File: config.mk
export PLATFORM = sky130hd
export DESIGN_NAME = in_trans
export DESIGN_NICKNAME = d
export VERILOG_FILES = /design/src/rtl/usb_trans_pkg.sv /design/src/rtl/trans_timer.sv /design/src/rtl/in_trans.sv
export SDC_FILE = /design/constraint.sdc
export NUM_CORES = 1
export LEC_CHECK = 0
export CAP_MARGIN = 20
export CORE_UTILIZATION = 43
export DETAILED_ROUTE_END_ITERATION = 10
export PLACE_DENSITY = 0.9
export REMOVE_ABC_BUFFERS = 1
export SLEW_MARGIN = 20
export SYNTH_ARGS = -nofsm -noshare
export SYNTH_HDL_FRONTEND = slang
export SYNTH_HIERARCHICAL = 1
export SYNTH_SLANG_ARGS = --single-unit
File: constraint.sdc
create_clock -name clock -period 2.74 [get_ports clock]
set_clock_uncertainty 0.1 [all_clocks]
set_input_delay 0.411 -clock clock [delete_from_list [all_inputs] [get_ports clock]]
set_output_delay 0.411 -clock clock [all_outputs]
set_load 0.005 [all_outputs]
File: src/rtl/usb_trans_pkg.sv
// USB transaction package: FSM states and default sizing shared by
// the IN and OUT transaction controllers.
package usb_trans_pkg;

  localparam int USB_DATA_W         = 64;
  localparam int DEF_TIMEOUT_CYCLES = 255;
  localparam int DEF_MAX_ERRORS     = 8;

  typedef enum logic [2:0] {
    IDLE,
    WAIT_SEND_IN,
    WAIT_DATA,
    WAIT_SEND_NAK,
    WAIT_SEND_ACK
  } trans_state_t;

endpackage

File: src/rtl/trans_timer.sv
// Clear/hold/increment timeout counter with terminal-count flag.
// Saturates at the terminal count; the owner clears it on exit.
module trans_timer #(
  parameter int TIMEOUT_CYCLES = 255,
  localparam int TW = $clog2(TIMEOUT_CYCLES + 1)
) (
  input  logic clock,
  input  logic reset_n,
  input  logic clear,
  input  logic inc,
  output logic tc
);

  logic [TW-1:0] count_q;
  logic [TW-1:0] count_d;

  assign tc = (count_q == TW'(TIMEOUT_CYCLES - 1));

  always_comb begin
    count_d = count_q;
    if (clear)
      count_d = '0;
    else if (inc && !tc)
      count_d = count_q + TW'(1);
  end

  always_ff @(posedge clock or negedge reset_n) begin
    if (!reset_n)
      count_q <= '0;
    else
      count_q <= count_d;
  end

endmodule

File: src/rtl/in_trans.sv
// Host-side USB IN transaction controller (IN token, DATA0, ACK/NAK).
// Define IN_TRANS_ERR_CNT_EN to expose the error count as err_count.
module in_trans
  import usb_trans_pkg::*;
#(
  parameter int DATA_W         = USB_DATA_W,
  parameter int TIMEOUT_CYCLES = DEF_TIMEOUT_CYCLES,
  parameter int MAX_ERRORS     = DEF_MAX_ERRORS
) (
  input  logic              clock,
  input  logic              reset_n,
  input  logic              start,
  output logic              done,
  output logic              success,
  output logic              failure,
  output logic [DATA_W-1:0] data_out,
  input  logic              sent,
  output logic              send_IN,
  output logic              send_ACK,
  output logic              send_NAK,
  input  logic              rec_start,
  input  logic              rec_DATA0,
  input  logic              rec_error,
  input  logic [DATA_W-1:0] rec_data
`ifdef IN_TRANS_ERR_CNT_EN
  ,
  output logic [$clog2(MAX_ERRORS+1)-1:0] err_count
`endif
);

  localparam int EW = $clog2(MAX_ERRORS + 1);

  trans_state_t      state_q, state_d;
  logic [EW-1:0]     err_q, err_d;
  logic [DATA_W-1:0] data_q, data_d;

  logic tmr_clear, tmr_inc, tmr_tc;
  logic err_evt;
  logic in_c, ack_c, nak_c;
  logic done_c, ok_c, fail_c;

  // Activity on the bus keeps the timeout from running
  assign tmr_clear = (state_q != WAIT_DATA) || rec_start;
  assign tmr_inc   = (state_q == WAIT_DATA);

  trans_timer #(
    .TIMEOUT_CYCLES(TIMEOUT_CYCLES)
  ) u_timer (
    .clock  (clock),
    .reset_n(reset_n),
    .clear  (tmr_clear),
    .inc    (tmr_inc),
    .tc     (tmr_tc)
  );

  always_comb begin
    state_d = state_q;
    err_d   = err_q;
    data_d  = data_q;
    err_evt = 1'b0;
    in_c    = 1'b0;
    ack_c   = 1'b0;
    nak_c   = 1'b0;
    done_c  = 1'b0;
    ok_c    = 1'b0;
    fail_c  = 1'b0;
    unique case (state_q)
      IDLE: begin
        if (start) begin
          in_c    = 1'b1;
          err_d   = '0;
          state_d = WAIT_SEND_IN;
        end
      end
      WAIT_SEND_IN: begin
        if (sent)
          state_d = WAIT_DATA;
      end
      WAIT_DATA: begin
        if (rec_error) begin
          err_evt = 1'b1;
        end else if (rec_DATA0) begin
          data_d  = rec_data;
          ack_c   = 1'b1;
          state_d = WAIT_SEND_ACK;
        end else if (!rec_start && tmr_tc) begin
          err_evt = 1'b1;
        end
      end
      WAIT_SEND_NAK: begin
        if (sent)
          state_d = WAIT_DATA;
      end
      WAIT_SEND_ACK: begin
        if (sent) begin
          done_c  = 1'b1;
          ok_c    = 1'b1;
          state_d = IDLE;
        end
      end
      default: state_d = IDLE;
    endcase
    if (err_evt) begin
      err_d = err_q + EW'(1);
      if (err_q == EW'(MAX_ERRORS - 1)) begin
        done_c  = 1'b1;
        fail_c  = 1'b1;
        state_d = IDLE;
      end else begin
        nak_c   = 1'b1;
        state_d = WAIT_SEND_NAK;
      end
    end
  end

  always_ff @(posedge clock or negedge reset_n) begin
    if (!reset_n) begin
      state_q <= IDLE;
      err_q   <= '0;
      data_q  <= '0;
    end else begin
      state_q <= state_d;
      err_q   <= err_d;
      data_q  <= data_d;
    end
  end

  // Mealy pulses are forced low while reset is held
  assign send_IN  = in_c & reset_n;
  assign send_ACK = ack_c & reset_n;
  assign send_NAK = nak_c & reset_n;
  assign done     = done_c & reset_n;
  assign success  = ok_c & reset_n;
  assign failure  = fail_c & reset_n;
  assign data_out = data_q;

`ifdef IN_TRANS_ERR_CNT_EN
  assign err_count = failure ? EW'(MAX_ERRORS) : err_q;
`endif

endmodule

==> run metrics, run 1 <==
Syn Std Cell Area=3380 um^2; GR Layer Usage met2=36.7%; Worst Tran Pin Value=0.871 ns; drt first-iter violations=62; static leakage power=0.00218 uW; htree depth=3; status=finished clean; crit-path max cell delay=0.40 ns; Syn Area/Cell=14.1 um^2; WL per Instance=15.9 um; clock tree buffer depth=2; MaxCap Viol Count=0; initial antenna violation count=0; Die Y=90.6 um; Hold Crit Class=reg2reg; Inserted Diodes=0; synth unique cells=41; Congestion Overflow GR=0; Initial Util=45.6%; Clock Tree Root=clkbuf_8; nets=462; endpoint type of the worst setup path=primary output; vias in the first global route=2640; headroom to the max-slew limit=42.0%; largest net degree at the start of global routing=70; max-slew violations=0; Post-synth EDFFs=0; share of layout cells above drive strength 1=26.2%; Syn. warnings=6; die area=8210 um^2; GRT Overall Usage=19.9%; gr busiest metal=met2; placed cells=474; Period minus WS final=2.62 ns; Area Overhead vs Synth=51.2%; Min Hold Slack=0.406 ns; Die W=90.6 um; num rows=31; first-pass GRT wire length=12900 um; RSZ-0062 raised after global routing=false; Cells after Synth=240; async set-reset flop share out of synthesis=100%; CTS tree=yes; Final Core Density=68.9%; Fin. Hold Viols=0; I/O pin total=141; synthesized flop and latch total=79; met1 Use GR=22.9%; remaining antenna violation count=0; Worst EP required=2.23 ns; cell area power density=942 nW/um^2; highest clock rate=382 MHz; Worst-path clk slew=0.08 ns; register area share after synthesis=58.6%; placed cell areas=4860 um^2; RD Place Congestion=0.813; DRC=0; most frequent cells in the layout=clkdlybuf4s50_1, dfrtp_1, mux2_2, nor2_1, clkbuf_8; Num CTS Buffers=9; commonest non-fill, non-tap cell in the layout=clkdlybuf4s50_1; Critical Path Source Type=flip-flop; # clock sinks=79; worst path cell trace=inv_2 -> ha_2 -> nand3_2 -> nor2_1 -> nor3b_4 -> o21ai_2 -> buf_4 -> nor3_2 -> dlygate4sd2_1; Final Routed Wirelength=7830 um; Clock Latency Late Sink=0.33 ns; Final Cell Area=5100 um^2; VDD IR-drop max=0.000507 V; Final HPWL DP=5700 um; DR vias=2506; CP top delay family=simple AND/OR/NAND/NOR gates; slowest CP cell=dfrtp_1; Buf+Inv Stages, Crit Path=3; Via density=5.09; # setup viols final=0; port buffer count=140; ys flop type=dfrtp_1; Finished Layout Cells=492; GR met3 Demand/Resource=4.55%; CP max FO=3; worst setup path category=reg2out; Worst Path Arrival=2.11 ns; Core Region=7410 um^2; Pre-antenna DRT Iters=4; final cycle utilization of the critical path=95.5%
-- final timing paths --
kind / startpoint / to / slack (ns) / cells after the start
worst max-delay path: u_timer/count_q[0] / send_NAK / 0.12 / 9
worst min-delay path: data_out[13] / data_out[13] / 0.41 / 1
worst max register to register: u_timer/count_q[0] / err_q[3] / 0.54 / 10
worst min register to register: data_out[13] / data_out[13] / 0.41 / 1
max in group asynchronous: reset_n / data_out[10] / 1.02 / 3
min in group asynchronous: reset_n / u_timer/count_q[0] / 0.42 / 2
-- repair_timing --
action                                 CTS  global route
pin swaps                                3             0
endpoints found under the hold margin   10             0
setup endpoints to repair                3             2
resized for setup                        9             3
hold buffers                             1             0
buffers inserted                         1             0
cloned                                   0             0
-- through the flow --
stage / power (uW) / setup slack [ns] / TNS [ns]
global placement: 3910 / 0.119 / 0
detailed placement: 4010 / 0.0208 / 0
floorplan: 2710 / -0.564 / -36.66
finish: 4810 / 0.123 / 0
CTS: 4870 / 0.0639 / 0
global route: 5110 / 0.00632 / 0
-- kinds of logic (layout without fill, tap and decap cells) --
kind of cell	Yosys count	after routing	synth area share, %
AOI/OAI and AO/OA	24	24	4.78
DFF	79	79	58.6
buffers and inverters	16	169	3.41
muxes	70	70	23.6
and+or+nand+nor	48	48	8.49
adders and majority gates	3	3	1.11
-- synthesized netlist by cell type (3+ instances only) --
| library cell | instances | area [um^2] |
|---|---|---|
| o21ai_0 | 3 | 15.0 |
| dfrtp_1 | 79 | 1980 |
| buf_6 | 6 | 67.6 |
| nand3_1 | 7 | 35.0 |
| nand2_1 | 4 | 15.0 |
| ha_1 | 3 | 37.5 |
| a21oi_1 | 4 | 20.0 |
| mux2_2 | 66 | 743 |
| nor3b_1 | 4 | 30.0 |
| inv_1 | 5 | 18.8 |
| mux2_4 | 3 | 45.0 |
| nor2_1 | 12 | 45.0 |
| nor2b_1 | 4 | 25.0 |
-- cell type report --
| class | instances | area (um^2) |
|---|---|---|
| Inverter | 5 | 18.8 |
| Clock buffer | 10 | 128 |
| Multi-Input combinational cell | 145 | 1310 |
| Timing Repair Buffer | 148 | 1470 |
| Sequential cell | 79 | 1980 |
| Tap cell | 99 | 124 |
| Fill cell | 529 | 2300 |
| Clock inverter | 6 | 70.1 |
-- report_power, final --
group	switching [uW]	internal, uW
Sequential	284	1680
Combinational	609	1390
Clock	420	426
-- layer usage --
layer,vias up,share of wire (%)
met5,-,0
met4,0,0.75
met3,6,5.2
met2,82,54
met1,1257,40
li1,1161,-
-- state kept, by name, indices dropped and copies added (netlist names) --
name and cells:
data_out 64, state_q 3, u_timer/count_q 8, err_q 4
Power figures use the tool's default switching activity.
==> run 2: changes to the inputs <==
--- a/config.mk
+++ b/config.mk
@@ -5,13 +5,13 @@
 export SDC_FILE = /design/constraint.sdc
 export NUM_CORES = 1
 export LEC_CHECK = 0
-export CAP_MARGIN = 20
+export CAP_MARGIN = 25
 export CORE_UTILIZATION = 43
 export DETAILED_ROUTE_END_ITERATION = 10
-export PLACE_DENSITY = 0.9
+export GPL_ROUTABILITY_DRIVEN = 0
+export PLACE_DENSITY = 0.89
 export REMOVE_ABC_BUFFERS = 1
 export SLEW_MARGIN = 20
 export SYNTH_ARGS = -nofsm -noshare
 export SYNTH_HDL_FRONTEND = slang
-export SYNTH_HIERARCHICAL = 1
 export SYNTH_SLANG_ARGS = --single-unit
==> run 2 against run 1 <==
Against the previous run:
- synthesized area up 4.2%
- critical path depth down 2
- clock power up 8.9%
- first-iteration DRC count up 27%
- via count down 1.9%
- clock-buffer cell count down 1
- largest cell class unchanged
==> run metrics, run 2 <==
static leakage power=0.00238 uW (+9.1%); # setup viols final=0 (unchanged); async set-reset flop share out of synthesis=100% (unchanged); Pre-antenna DRT Iters=4 (unchanged); Die W=92.4 um (+2.0%); nets=458 (-0.87%); CTS tree=yes; placed cell areas=4970 um^2 (+2.2%); largest net degree at the start of global routing=65 (-7.1%); Final Routed Wirelength=7890 um (+0.78%); top sig layer=met4; metal2 WL=3980 um (-5.6%); VDD IR-drop max=0.000500 V (-1.3%); highest clock rate=376 MHz (-1.7%); met3 wire len=606 um (+49%); top-count cell post-synth=dfrtp_1; Initial Util=45.0% (-0.52 points); Syn. warnings=0 (-6); register area share after synthesis=56.2% (-2.4 points); Final Cell Area=5200 um^2 (+2.0%); first-pass GRT wire length=13200 um (+2.3%); Reg2Reg Setup Slack=0.91 ns (+0.37 ns); Fill cells=583 (+10%); headroom to the max-slew limit=60.0% (+18 points); Post-synth EDFFs=0 (unchanged); Setup Total Neg Slack=0 ns (unchanged); clock tree buffer depth=2 (unchanged); final cycle utilization of the critical path=97.2% (+1.6 points); Cells after Synth=235 (-2.1%); die area=8550 um^2 (+4.1%); Hold Crit Class=in2async; Clock Tree Root=clkbuf_8; commonest non-fill, non-tap cell in the layout=clkdlybuf4s50_1; max-slew violations=0 (unchanged); Worst EP required=2.23 ns (about the same); Worst Tran Pin Value=0.599 ns (-0.271 ns); initial antenna violation count=0 (unchanged); Period minus WS final=2.66 ns (+0.0451 ns); Inserted Diodes=0 (unchanged); Worst Path Arrival=2.15 ns (+0.04 ns); Area contributors post-synth=dfrtp_1, mux2_4, mux2_2; ys flop type=dfrtp_1; remaining antenna violation count=0 (unchanged); share of layout cells above drive strength 1=25.3% (-0.95 points); DRC=0 (unchanged); Core Region=7810 um^2 (+5.4%); Final HPWL DP=5690 um (about the same); num rows=32 (+3.2%); WL per Instance=16.1 um (+1.2%); Fin. Hold Viols=0 (unchanged); Die Y=92.4 um (+2.0%); drt first-iter violations=79 (+27%); status=finished clean; DR vias=2458 (-1.9%); cells on worst reg2reg path=5 (-5); worst setup path category=reg2out; Area Overhead vs Synth=48.0%; Min Hold Slack=0.0144 ns (-0.391 ns); Congestion Overflow GR=0 (unchanged); htree depth=3 (unchanged); Worst-path clk slew=0.08 ns (about the same); Syn Std Cell Area=3520 um^2 (+4.2%); most frequent cells after synthesis=dfrtp_1, mux2_4, nor2_1, mux2_2, nand2_1; port buffer count=140 (unchanged); Final Core Density=66.7% (-2.2 points); Num CTS Buffers=9 (unchanged); Clock Latency Late Sink=0.34 ns (about the same); synthesized flop and latch total=79 (unchanged); Syn Area/Cell=15.0 um^2 (+6.4%); leading area contributor after synthesis=dfrtp_1; most frequent cells in the layout=clkdlybuf4s50_1, dfrtp_1, mux2_4, nor2_1, mux2_2; RSZ-0062 raised after global routing=false; RR Startpoint=state_q[2]; wire length on met1=3130 um (-0.54%); endpoint type of the worst setup path=primary output; I/O pin total=141 (unchanged); cell area power density=1000 nW/um^2 (+6.4%); top cell type's share of synthesized area=56.2% (-2.4 points); CP max FO=3 (unchanged); Critical Path Source Type=flip-flop; GRT Overall Usage=19.8% (-0.13 points); RR Endpoint=data_out[8]; MaxCap Viol Count=0 (unchanged); max reg flops=64 (unchanged); # clock sinks=79 (unchanged); synth unique cells=37 (-9.8%); Via density=5.02 (-1.5%); vias in the first global route=2696 (+2.1%); # hold bufs at CTS=0 (-1)
-- run 2: cells by family after synthesis --
| family | after synthesis | synth area share (%) |
|---|---|---|
| flip-flops | 79 | 56.2 |
| multiplexers | 66 | 26.3 |
| AO/OA/AOI/OAI | 18 | 3.45 |
| AND/OR/NAND/NOR | 54 | 8.08 |
| XOR/XNOR | 5 | 1.25 |
| buffers and inverters | 10 | 3.63 |
| adder cells (fa/ha/maj) | 3 | 1.07 |
-- run 2: per-layer routing --
layer | global-route usage (%) | vias up
met5 | 0 | -
met4 | 8.98 | 0
met3 | 5.67 | 16
met2 | 33.7 | 111
met1 | 22.9 | 1204
li1 | - | 1127
-- run 2: how the worst max path moves through the flow --
stage | from | to | slack, ns
after floorplan | state_q[2] | send_ACK | 0.48
after CTS | u_timer.count_q[0] | send_NAK | 0.03
after global routing | u_timer.count_q[0] | send_NAK | 0.006
after detailed placement | rec_DATA0 | send_NAK | 0.11
after global placement | rec_DATA0 | send_NAK | 0.20
final | u_timer.count_q[0] | send_NAK | 0.08
-- run 2: layout make-up --
cell class                 instances  area, um^2  area share [%]
clock buffer                       9         124            2.38
clock inverter                     6        86.3            1.66
inverter                           2        7.51           0.144
multi-input combinational        146        1430            27.4
sequential                        79        1980            38.0
tap                              102         128            2.45
timing repair buffer             146        1460            28.0
-- run 2: power by group --
| part | total [uW] | switching [uW] | internal, uW |
|---|---|---|---|
| clock network | 921 | 415 | 506 |
| registers | 2020 | 328 | 1690 |
| logic | 2280 | 657 | 1620 |
| total | 5220 | 1400 | 3820 |
-- run 2: worst max-delay path: stages (launching register included) --
cell and delay, ns:
dfrtp_1 0.41, inv_2 0.08, ha_2 0.17, and3_4 0.19
a31oi_2 0.10, nor2_1 0.18, and3_1 0.19, clkdlybuf4s50_1 0.49
-- run 2: stage by stage --
| stage | worst slack (ns) | cells | power, uW |
|---|---|---|---|
| CTS | 0.0310 | 489 | 5260 |
| finish | 0.0781 | 490 | 5220 |
| floorplan | 0.485 | 227 | 2990 |
| global route | 0.00596 | 490 | 5510 |
| detailed placement | 0.110 | 473 | 4290 |
| global placement | 0.205 | 473 | 4220 |
-- run 2: what timing repair did --
item	4_1_cts	5_1_grt
setup endpoints to repair	1	2
pin swaps	1	2
cloned	0	0
gates resized for setup	0	4
buffers inserted	1	1
==> run 3: changes to the inputs <==
--- a/config.mk
+++ b/config.mk
@@ -9,8 +9,10 @@
 export CORE_UTILIZATION = 43
 export DETAILED_ROUTE_END_ITERATION = 10
 export GPL_ROUTABILITY_DRIVEN = 0
+export GPL_TIMING_DRIVEN = 0
 export PLACE_DENSITY = 0.89
 export REMOVE_ABC_BUFFERS = 1
+export SETUP_SLACK_MARGIN = 0.1
 export SLEW_MARGIN = 20
 export SYNTH_ARGS = -nofsm -noshare
 export SYNTH_HDL_FRONTEND = slang
==> run 3 against run 2 <==
Against the previous run:
- register-to-register slack worse by 0.07 ns
- sequential power about the same
- combinational power up 3%
- critical path depth unchanged
- maximum frequency up 10%
- highest routed layer unchanged
==> run metrics, run 3 (same netlist as run 2, synthesis figures left out) <==
# setup viols final=0 (unchanged); GRT Overall Usage=21.3% (+1.5 points); highest clock rate=414 MHz (+10%); Die Y=92.4 um (unchanged); Initial Util=45.0% (unchanged); Fill cells=552 (-5.3%); RSZ-0062 raised after global routing=false; headroom to the max-slew limit=70.3% (+10 points); htree depth=3 (unchanged); Hold Crit Class=reg2reg; CTS tree=yes; Period minus WS final=2.42 ns (-0.244 ns); # clock sinks=79 (unchanged); commonest non-fill, non-tap cell in the layout=clkdlybuf4s50_1; share of layout cells above drive strength 1=26.5% (+1.2 points); Pre-antenna DRT Iters=4 (unchanged); placed cells=471 (-0.42%); first-pass GRT wire length=13700 um (+4.1%); status=finished clean; vias in the first global route=2763 (+2.5%); Inserted Diodes=0 (unchanged); Fin. Hold Viols=0 (unchanged); endpoint type of the worst setup path=primary output; drt first-iter violations=58 (-27%); CP max FO=5 (+2); GR met3 Demand/Resource=6.49% (+0.82 points); Final Routed Wirelength=8730 um (+11%); clock tree buffer depth=2 (unchanged); Via density=5.03 (+0.32%); Congestion Overflow GR=0 (unchanged); Finished Layout Cells=495 (+1.0%); DR vias=2491 (+1.3%); Core Region=7810 um^2 (unchanged); initial antenna violation count=0 (unchanged); Clock Latency Late Sink=0.35 ns (about the same); nets=462 (+0.87%); WL per Instance=17.6 um (+9.6%); worst setup path category=reg2out; Area Overhead vs Synth=50.3%; final cycle utilization of the critical path=88.3% (-8.9 points); most frequent cells in the layout=clkdlybuf4s50_1, dfrtp_1, mux2_4, nor2_1, mux2_2; met1 Use GR=25.2% (+2.2 points); port buffer count=140 (unchanged); VDD IR-drop max=0.000598 V (+20%); Num CTS Buffers=9 (unchanged); total power=5160 uW (-1.1%); GR Layer Usage met2=35.7% (+2.0 points); Critical Path Source Type=flip-flop; max-slew violations=0 (unchanged); Hold Crit Depth=1; cell area power density=976 nW/um^2 (-2.6%); gr busiest metal=met2; remaining antenna violation count=0 (unchanged); I/O pin total=141 (unchanged); cells on worst reg2reg path=5 (unchanged); Worst Tran Pin Value=0.442 ns (-0.157 ns); Die W=92.4 um (unchanged); Setup Total Neg Slack=0 ns (unchanged); MaxCap Viol Count=0 (unchanged); DRC=0 (unchanged); die area=8550 um^2 (unchanged); max reg flops=64 (unchanged); Worst Path Arrival=1.91 ns (-0.24 ns); num rows=32 (unchanged); Final HPWL DP=5800 um (+1.9%); Clock Tree Root=clkbuf_8; largest net degree at the start of global routing=42 (-35%); Worst EP required=2.23 ns (about the same); Min Hold Slack=0.409 ns (+0.394 ns); static leakage power=0.00246 uW (+3.4%); Worst-path clk slew=0.09 ns (about the same)
## run 3: metal layers
layer	share of wire (%)	wire (um)
met1	40	3500
met2	51	4480
met3	6.7	587
met4	1.9	163
met5	0	0
## run 3: repair_timing
item	in CTS	in global routing
cloned	2	0
hold endpoints to repair	41	0
endpoints found under the setup margin	4	2
pin swaps	1	0
hold buffers	2	0
setup buffers	3	1
gates resized for setup	9	4
## run 3: through the flow
step	setup slack [ns]	area (um^2)	util [%]
after floorplan	0.485	3400	-
after global placement	-2.29	4930	63.1
after detailed placement	-0.268	4970	63.7
after CTS	0.0558	5270	67.5
after global routing	0.199	5290	67.7
final	0.322	5290	67.7
## run 3: area by class of cell
type	instances	area (um^2)	share of cell area (%)
Inverter	2	7.51	0.142
Timing Repair Buffer	149	1540	29.1
Clock buffer	9	124	2.34
Tap cell	102	128	2.41
Multi-Input combinational cell	147	1450	27.5
Sequential cell	79	1980	37.4
Clock inverter	7	55.1	1.04
## run 3: final timing paths
path | start | end | slack, ns
worst max-delay path | u_timer.count_q[0] | failure | 0.32
worst min-delay path | data_out[5] | data_out[5] | 0.41
worst max register to register | state_q[2] | data_out[23] | 0.84
worst min register to register | data_out[5] | data_out[5] | 0.41
max in group asynchronous | reset_n | state_q[2] | 1.81
min in group asynchronous | reset_n | data_out[39] | 0.52
## run 3: critical path, cell delays in order (launching register included)
cell	delay, ns
dfrtp_1	0.40
inv_2	0.08
ha_2	0.18
and3_4	0.20
a31oi_4	0.12
nor2_2	0.17
and3_1	0.18
dlygate4sd2_1	0.24
## run 3: power by group
part | internal, uW | switching, uW | leakage [uW] | total, uW
Clock | 338 | 449 | 0.0000866 | 787
Combinational | 1660 | 677 | 0.00140 | 2340
Sequential | 1690 | 345 | 0.000969 | 2030
Total | 3690 | 1470 | 0.00246 | 5160
